File: config.mk
export PLATFORM = sky130hd
export DESIGN_NAME = traffic_phase_scheduler
export DESIGN_NICKNAME = d
export VERILOG_FILES = /design/src/rtl/traffic_phase_scheduler.sv
export SDC_FILE = /design/constraint.sdc
export NUM_CORES = 1
export LEC_CHECK = 0
export CAP_MARGIN = 10
export CORE_ASPECT_RATIO = 0.8
export CORE_MARGIN = 3
export CORE_UTILIZATION = 50
export CTS_BUF_LIST = sky130_fd_sc_hd__clkbuf_4 sky130_fd_sc_hd__clkbuf_8
export DETAILED_ROUTE_END_ITERATION = 8
export PLACE_DENSITY_LB_ADDON = 0.3
export SYNTH_ARGS = -nofsm -noshare
export SYNTH_HDL_FRONTEND = slang
export SYNTH_SLANG_ARGS = --single-unit
File: constraint.sdc
create_clock -name clk -period 2.2 [get_ports clk]
set_clock_uncertainty 0.15 [all_clocks]
set_input_delay 0.44 -clock clk [delete_from_list [all_inputs] [get_ports clk]]
set_output_delay 0.44 -clock clk [all_outputs]
set_load 0.05 [all_outputs]
File: src/rtl/traffic_phase_scheduler.sv
`default_nettype none
// ============================================================================
// Module   : traffic_phase_scheduler
// Purpose  : Two-road intersection phase scheduler with demand latches,
//            min/max green timing, rest-in-green and an optional pedestrian
//            walk phase served from all-red.
// Revision : 1.0 - initial release
// ----------------------------------------------------------------------------
// Ports
//   clk                  in   system clock, rising edge
//   rst                  in   asynchronous active-high reset
//   req_a, req_b         in   vehicle sensors (level)
//   ped_req              in   pedestrian push-button (pulse)
//   reda/yela/grna       out  road A lamps (registered, one-hot)
//   redb/yelb/grnb       out  road B lamps (registered, one-hot)
//   walk                 out  pedestrian walk lamp (registered)
//   phase[2:0]           out  current state code
// Configuration
//   PED_PHASE_EN         when defined, the pedestrian walk phase is built in;
//                        otherwise ped_req is ignored and WALK is unreachable.
// ============================================================================
module traffic_phase_scheduler #(
  parameter int GRN_MIN  = 4,
  parameter int GRN_MAX  = 12,
  parameter int YEL_T    = 2,
  parameter int ALLRED_T = 1,
  parameter int WALK_T   = 6
) (
  input  logic       clk,
  input  logic       rst,
  input  logic       req_a,
  input  logic       req_b,
  input  logic       ped_req,
  output logic       reda,
  output logic       yela,
  output logic       grna,
  output logic       redb,
  output logic       yelb,
  output logic       grnb,
  output logic       walk,
  output logic [2:0] phase
);

  typedef enum logic [2:0] {
    S_INIT  = 3'd0,
    S_A_GRN = 3'd1,
    S_A_YEL = 3'd2,
    S_AR_AB = 3'd3,
    S_B_GRN = 3'd4,
    S_B_YEL = 3'd5,
    S_AR_BA = 3'd6,
    S_WALK  = 3'd7
  } state_t;

  // Timer thresholds: a state lasting N cycles exits when timer == N-1.
  localparam logic [4:0] c_grn_min_m1 = 5'(GRN_MIN - 1);
  localparam logic [4:0] c_grn_max_m1 = 5'(GRN_MAX - 1);
  localparam logic [4:0] c_yel_m1     = 5'(YEL_T - 1);
  localparam logic [4:0] c_allred_m1  = 5'(ALLRED_T - 1);
  localparam logic [4:0] c_walk_m1    = 5'(WALK_T - 1);

  // Lamp vector order: {reda, yela, grna, redb, yelb, grnb, walk}
  localparam logic [6:0] c_lamps_rst = 7'b100_100_0;

  state_t     state_q, state_d;
  logic [4:0] timer_q, timer_d;
  logic       pend_a_q, pend_a_d;
  logic       pend_b_q, pend_b_d;
  logic       pend_p_q, pend_p_d;
  logic       served_b_q, served_b_d;  // last green served was road B
  logic [6:0] lamps_q, lamps_d;

  always_comb begin
    state_d = state_q;
    case (state_q)
      S_INIT:  if (timer_q == c_allred_m1) state_d = pend_p_q ? S_WALK : S_A_GRN;
      S_A_GRN: if ((timer_q >= c_grn_min_m1) && (pend_b_q || pend_p_q) &&
                   (!req_a || (timer_q >= c_grn_max_m1))) state_d = S_A_YEL;
      S_A_YEL: if (timer_q == c_yel_m1) state_d = S_AR_AB;
      S_AR_AB: if (timer_q == c_allred_m1) state_d = pend_p_q ? S_WALK : S_B_GRN;
      S_B_GRN: if ((timer_q >= c_grn_min_m1) && (pend_a_q || pend_p_q) &&
                   (!req_b || (timer_q >= c_grn_max_m1))) state_d = S_B_YEL;
      S_B_YEL: if (timer_q == c_yel_m1) state_d = S_AR_BA;
      S_AR_BA: if (timer_q == c_allred_m1) state_d = pend_p_q ? S_WALK : S_A_GRN;
      S_WALK:  if (timer_q == c_walk_m1) state_d = served_b_q ? S_A_GRN : S_B_GRN;
      default: state_d = S_INIT;
    endcase
  end

  always_comb begin
    // Timer restarts on every state entry and saturates while resting.
    if (state_d != state_q)     timer_d = 5'd0;
    else if (timer_q == 5'd31)  timer_d = timer_q;
    else                        timer_d = timer_q + 5'd1;

    // A request seen while the road is green (or on the cycle it turns
    // green) is already being served, so it never latches.
    pend_a_d = ((state_q == S_A_GRN) || (state_d == S_A_GRN)) ? 1'b0 : (pend_a_q | req_a);
    pend_b_d = ((state_q == S_B_GRN) || (state_d == S_B_GRN)) ? 1'b0 : (pend_b_q | req_b);

`ifdef PED_PHASE_EN
    pend_p_d = ((state_q == S_WALK) || (state_d == S_WALK)) ? 1'b0 : (pend_p_q | ped_req);
`else
    pend_p_d = 1'b0;
`endif

    served_b_d = served_b_q;
    if (state_d == S_B_GRN)      served_b_d = 1'b1;
    else if (state_d == S_A_GRN) served_b_d = 1'b0;

    // Lamps are decoded from the next state so they change together with it.
    case (state_d)
      S_A_GRN: lamps_d = 7'b001_100_0;
      S_A_YEL: lamps_d = 7'b010_100_0;
      S_B_GRN: lamps_d = 7'b100_001_0;
      S_B_YEL: lamps_d = 7'b100_010_0;
      S_WALK:  lamps_d = 7'b100_100_1;
      default: lamps_d = c_lamps_rst;
    endcase
  end

`ifndef PED_PHASE_EN
  logic unused_ped_req;
  assign unused_ped_req = ped_req;
`endif

  always_ff @(posedge clk or posedge rst) begin
    if (rst) begin
      state_q    <= S_INIT;
      timer_q    <= 5'd0;
      pend_a_q   <= 1'b0;
      pend_b_q   <= 1'b0;
      pend_p_q   <= 1'b0;
      served_b_q <= 1'b1;  // so a walk straight out of INIT is followed by A
      lamps_q    <= c_lamps_rst;
    end else begin
      state_q    <= state_d;
      timer_q    <= timer_d;
      pend_a_q   <= pend_a_d;
      pend_b_q   <= pend_b_d;
      pend_p_q   <= pend_p_d;
      served_b_q <= served_b_d;
      lamps_q    <= lamps_d;
    end
  end

  assign {reda, yela, grna, redb, yelb, grnb, walk} = lamps_q;
  assign phase = state_q;

endmodule
`default_nettype wire

==> parameters.txt, run 1 <==
Parameter                              Value

Outcome
  Run status    finished with violations
  Violations in the final reports    negative setup slack

Place
  Number of buffers added on ports    13
  Final weighted congestion of routability-driven global placement    about 0.76
  Placed wire-length estimate    approximately 1800 um
  Post-Place Cell Area    about 1300 um2

Drt
  Total DRC errors in the routed layout    0
  Total via count in the routed design    around 950
  Vias/cell    between 5 and 6
  Post-detailed-route wirelength per cell    roughly 16 um
  Starting DRT DRC Count    32
  Total Routed Length    ~2500 um
  Post-detailed-route count of antenna-violating nets    0
  First-pass detailed-route iteration total    4

Synth
  Number of flops mapped to enable cells by yosys    0
  Synth Warn #    0
  Average footprint of a synthesized cell    ~10 um2
  XOR/XNOR share of the synthesized area    3.29%
  Most frequent cells after synthesis    dfrtp_1, nor2_1, inv_1
  Top cells by area, synth    dfrtp_1, dfstp_2, ha_1, nor2_1, a21oi_1
  Number of unique standard cell types used by synthesis    45
  Adder-cell area share of the yosys netlist    4.70%
  Area share of the leading cell type in the synthesized netlist    a little over a third
  Top FF cell, synth    dfrtp_1
  Seq cells post-synth    18
  Number of instances in the synthesized netlist    105
  Sequential element share of the synthesized area    between 40% and 50%
  Synth async-reset ratio    100%
  Most repeated cell in the gate-level netlist after synthesis    dfrtp_1
  Net count of the mapped netlist    114
  Synthesized area    ~1100 um2
  Largest family of logic cells by synthesized area    simple AND/OR/NAND/NOR gates
  Share of synthesized area spent on multiplexers    1.88%
  Cell type contributing the most total cell area after synthesis    dfrtp_1
  Simple-gate area share of the yosys netlist    between 20 and 25%
  Fraction of the mapped netlist area in compound gates    a little under a fifth

Layout
  Area added between synthesis and finish    31.0%
  Number of inserted diodes    0
  Share of final-layout standard cells stronger than drive strength 1    about a third
  Number of nets at the end of the flow    between 100 and 150
  Fraction of the core area covered by cells at the end of the flow    a little under three quarters
  Final std cell area, no fill    about 1400 um2

Worst setup path
  Critical path start-end classification    reg2reg
  Data arrival time at the worst-slack endpoint    2.25 ns
  Startpoint type of the worst setup path    flop
  Worst EP required    ~2.3 ns
  Largest fanout on the critical path    6
  CP Capture Type    flop

Clock tree
  CTS clock-pin slew for the worst setup and hold paths    between 0.1 and 0.15 ns
  Sinks on Clock Net    18
  Number of CTS-inserted buffers    3
  TritonCTS clock tree    done
  Number of H-tree branching levels    1
  Clk Latency, worst-skew pair    0.30 ns
  Root Driver    clkbuf_4
  Maximum buffer depth of the clock tree    2

Power and ir drop
  Leakage Power    0.655 nW
  Worst ir drop on vdd    about 1.2 mV
  Overall Power    between 2 and 2.5 mW
  Power Density    ~1700 nW/um2

Die
  Die boundary width    between 50 and 60 um
  Die Footprint    between 2000 and 3000 um2
  Placeable core region    approximately 1900 um2
  Floorplan row count    14
  Top-level port count    15
  Chip height    between 40 and 50 um
  Initial cell density of the core    between 50% and 60%

STA
  Final worst path period share    100%
  Fin worst setup slack    -0.00441 ns
  Worst-Margin Slew    0.501 ns
  Final-report hold violation count    0
  Finish-stage setup viols    1
  Pins over their slew limit    0
  Clock period minus final worst setup slack    approximately 2.2 ns
  Max Freq    approximately 0.45 GHz
  Relative max-transition margin    between 60% and 70%
  Unrepaired setup endpoints after global routing    yes

Global routing
  Global route overflow    0
  Wire length of the first global-routing pass    around 4000 um
  Total global routing track utilization    between 20% and 30%
  Pin count of the biggest net entering global routing    19
  Via count of the first global-routing pass    between 800 and 900
  Number of antenna violations at the first check in global routing    0

Run
  Max capacitance violation total    0

Worst hold path
  Kind of path behind the tightest hold check    in2async
-- state kept, by name, indices dropped and copies added, names as in the netlist --
signal and count:
pend_b_q 1, pend_a_q 1, phase 3, timer_q 5, lamps_q 7, served_b_q 1
-- cell usage in the layout, fill, tap and decap left out, types with 3 or more instances in the layout --
cell | Yosys | final
xor2_1 | 3 | 3
a21oi_1 | 6 | 5
dfstp_2 | 3 | 3
dfrtp_1 | 15 | 15
clkbuf_4 | 0 | 3
inv_1 | 8 | 7
nand2_1 | 5 | 5
nor2_1 | 9 | 8
clkdlybuf4s50_1 | 0 | 8
nor3b_1 | 4 | 4
buf_4 | 0 | 23
-- stage by stage --
step	std cells	hold WS [ns]	setup TNS (ns)	setup WS [ns]
after detailed placement	151	0.343	-0.0639	-0.0639
after global placement	151	0.337	-0.0232	-0.0232
after CTS	155	0.299	0	0.00564
after floorplan	105	0.226	0	0.0159
final	159	0.292	-0.00441	-0.00441
after global routing	159	0.345	-0.348	-0.0782
-- worst max-delay path, cell delays in order (launching register included) --
cell and delay (ns):
dfrtp_1 0.37, inv_2 0.05, buf_4 0.12, ha_2 0.16
nor4b_4 0.12, buf_4 0.17, and2_4 0.17, o311a_1 0.31
buf_4 0.16, and3_4 0.16, o21a_1 0.16
-- where the power goes --
group          switching [mW]  internal [mW]  leakage (nW)
combinational           0.864          0.723         0.410
sequential              0.145          0.471         0.225
clock                   0.107          0.101        0.0210
-- final cells by class --
cell class / count / area [um2]
multi-input cells: 74 / 592
fillers: 133 / 549
flip-flops and latches: 18 / 454
repair buffers: 31 / 253
clock buffers: 4 / 36.3
inverters: 8 / 30.0
well taps: 24 / 30.0
-- logic make-up after synthesis --
| family | after synthesis |
|---|---|
| and+or+nand+nor | 38 |
| AOI/OAI and AO/OA | 26 |
| DFF | 18 |
| buffers and inverters | 13 |
| xor gates and xnor gates | 4 |
| adders and majority gates | 4 |
| muxes | 2 |
-- worst paths after layout --
| check | startpoint | to | slack, ns | cells after the start |
|---|---|---|---|---|
| max | timer_q[1]$_DFFE_PP0P_ | lamps_q[5]$_DFF_PP0_ | -0.004 | 10 |
| min in group clk | served_b_q$_DFFE_PP1P_ | served_b_q$_DFFE_PP1P_ | 0.36 | 2 |
| min reg2reg | served_b_q$_DFFE_PP1P_ | served_b_q$_DFFE_PP1P_ | 0.36 | 2 |
| max reg2reg | timer_q[1]$_DFFE_PP0P_ | lamps_q[5]$_DFF_PP0_ | -0.004 | 10 |
| min | rst | timer_q[2]$_DFFE_PP0P_ | 0.29 | 3 |
| max in group asynchronous | rst | lamps_q[3]$_DFF_PP1_ | 1.34 | 3 |
-- layer usage --
layer	GRT usage, %	wire [um]	vias to the layer above
li1	-	-	441
met1	27.2	1120	465
met2	32.7	1160	37
met3	6.32	211	6
met4	5.09	39	0
met5	0	0	-
-- timing repair --
action / 4_1_cts / 5_1_grt
setup endpoints to repair: 2 / 13
pin swaps: 3 / 9
setup buffers: 0 / 4
resized for setup: 3 / 8
hold buffers: 0 / 0
Note: power is estimated with default switching activity, not from simulation.
==> run 2: changes to the inputs <==
- CTS_CLUSTER_SIZE: not set -> 16
- SLEW_MARGIN: not set -> 10
==> results of run 2 <==
Final layout, timing and power as in run 1 (identical DEF).
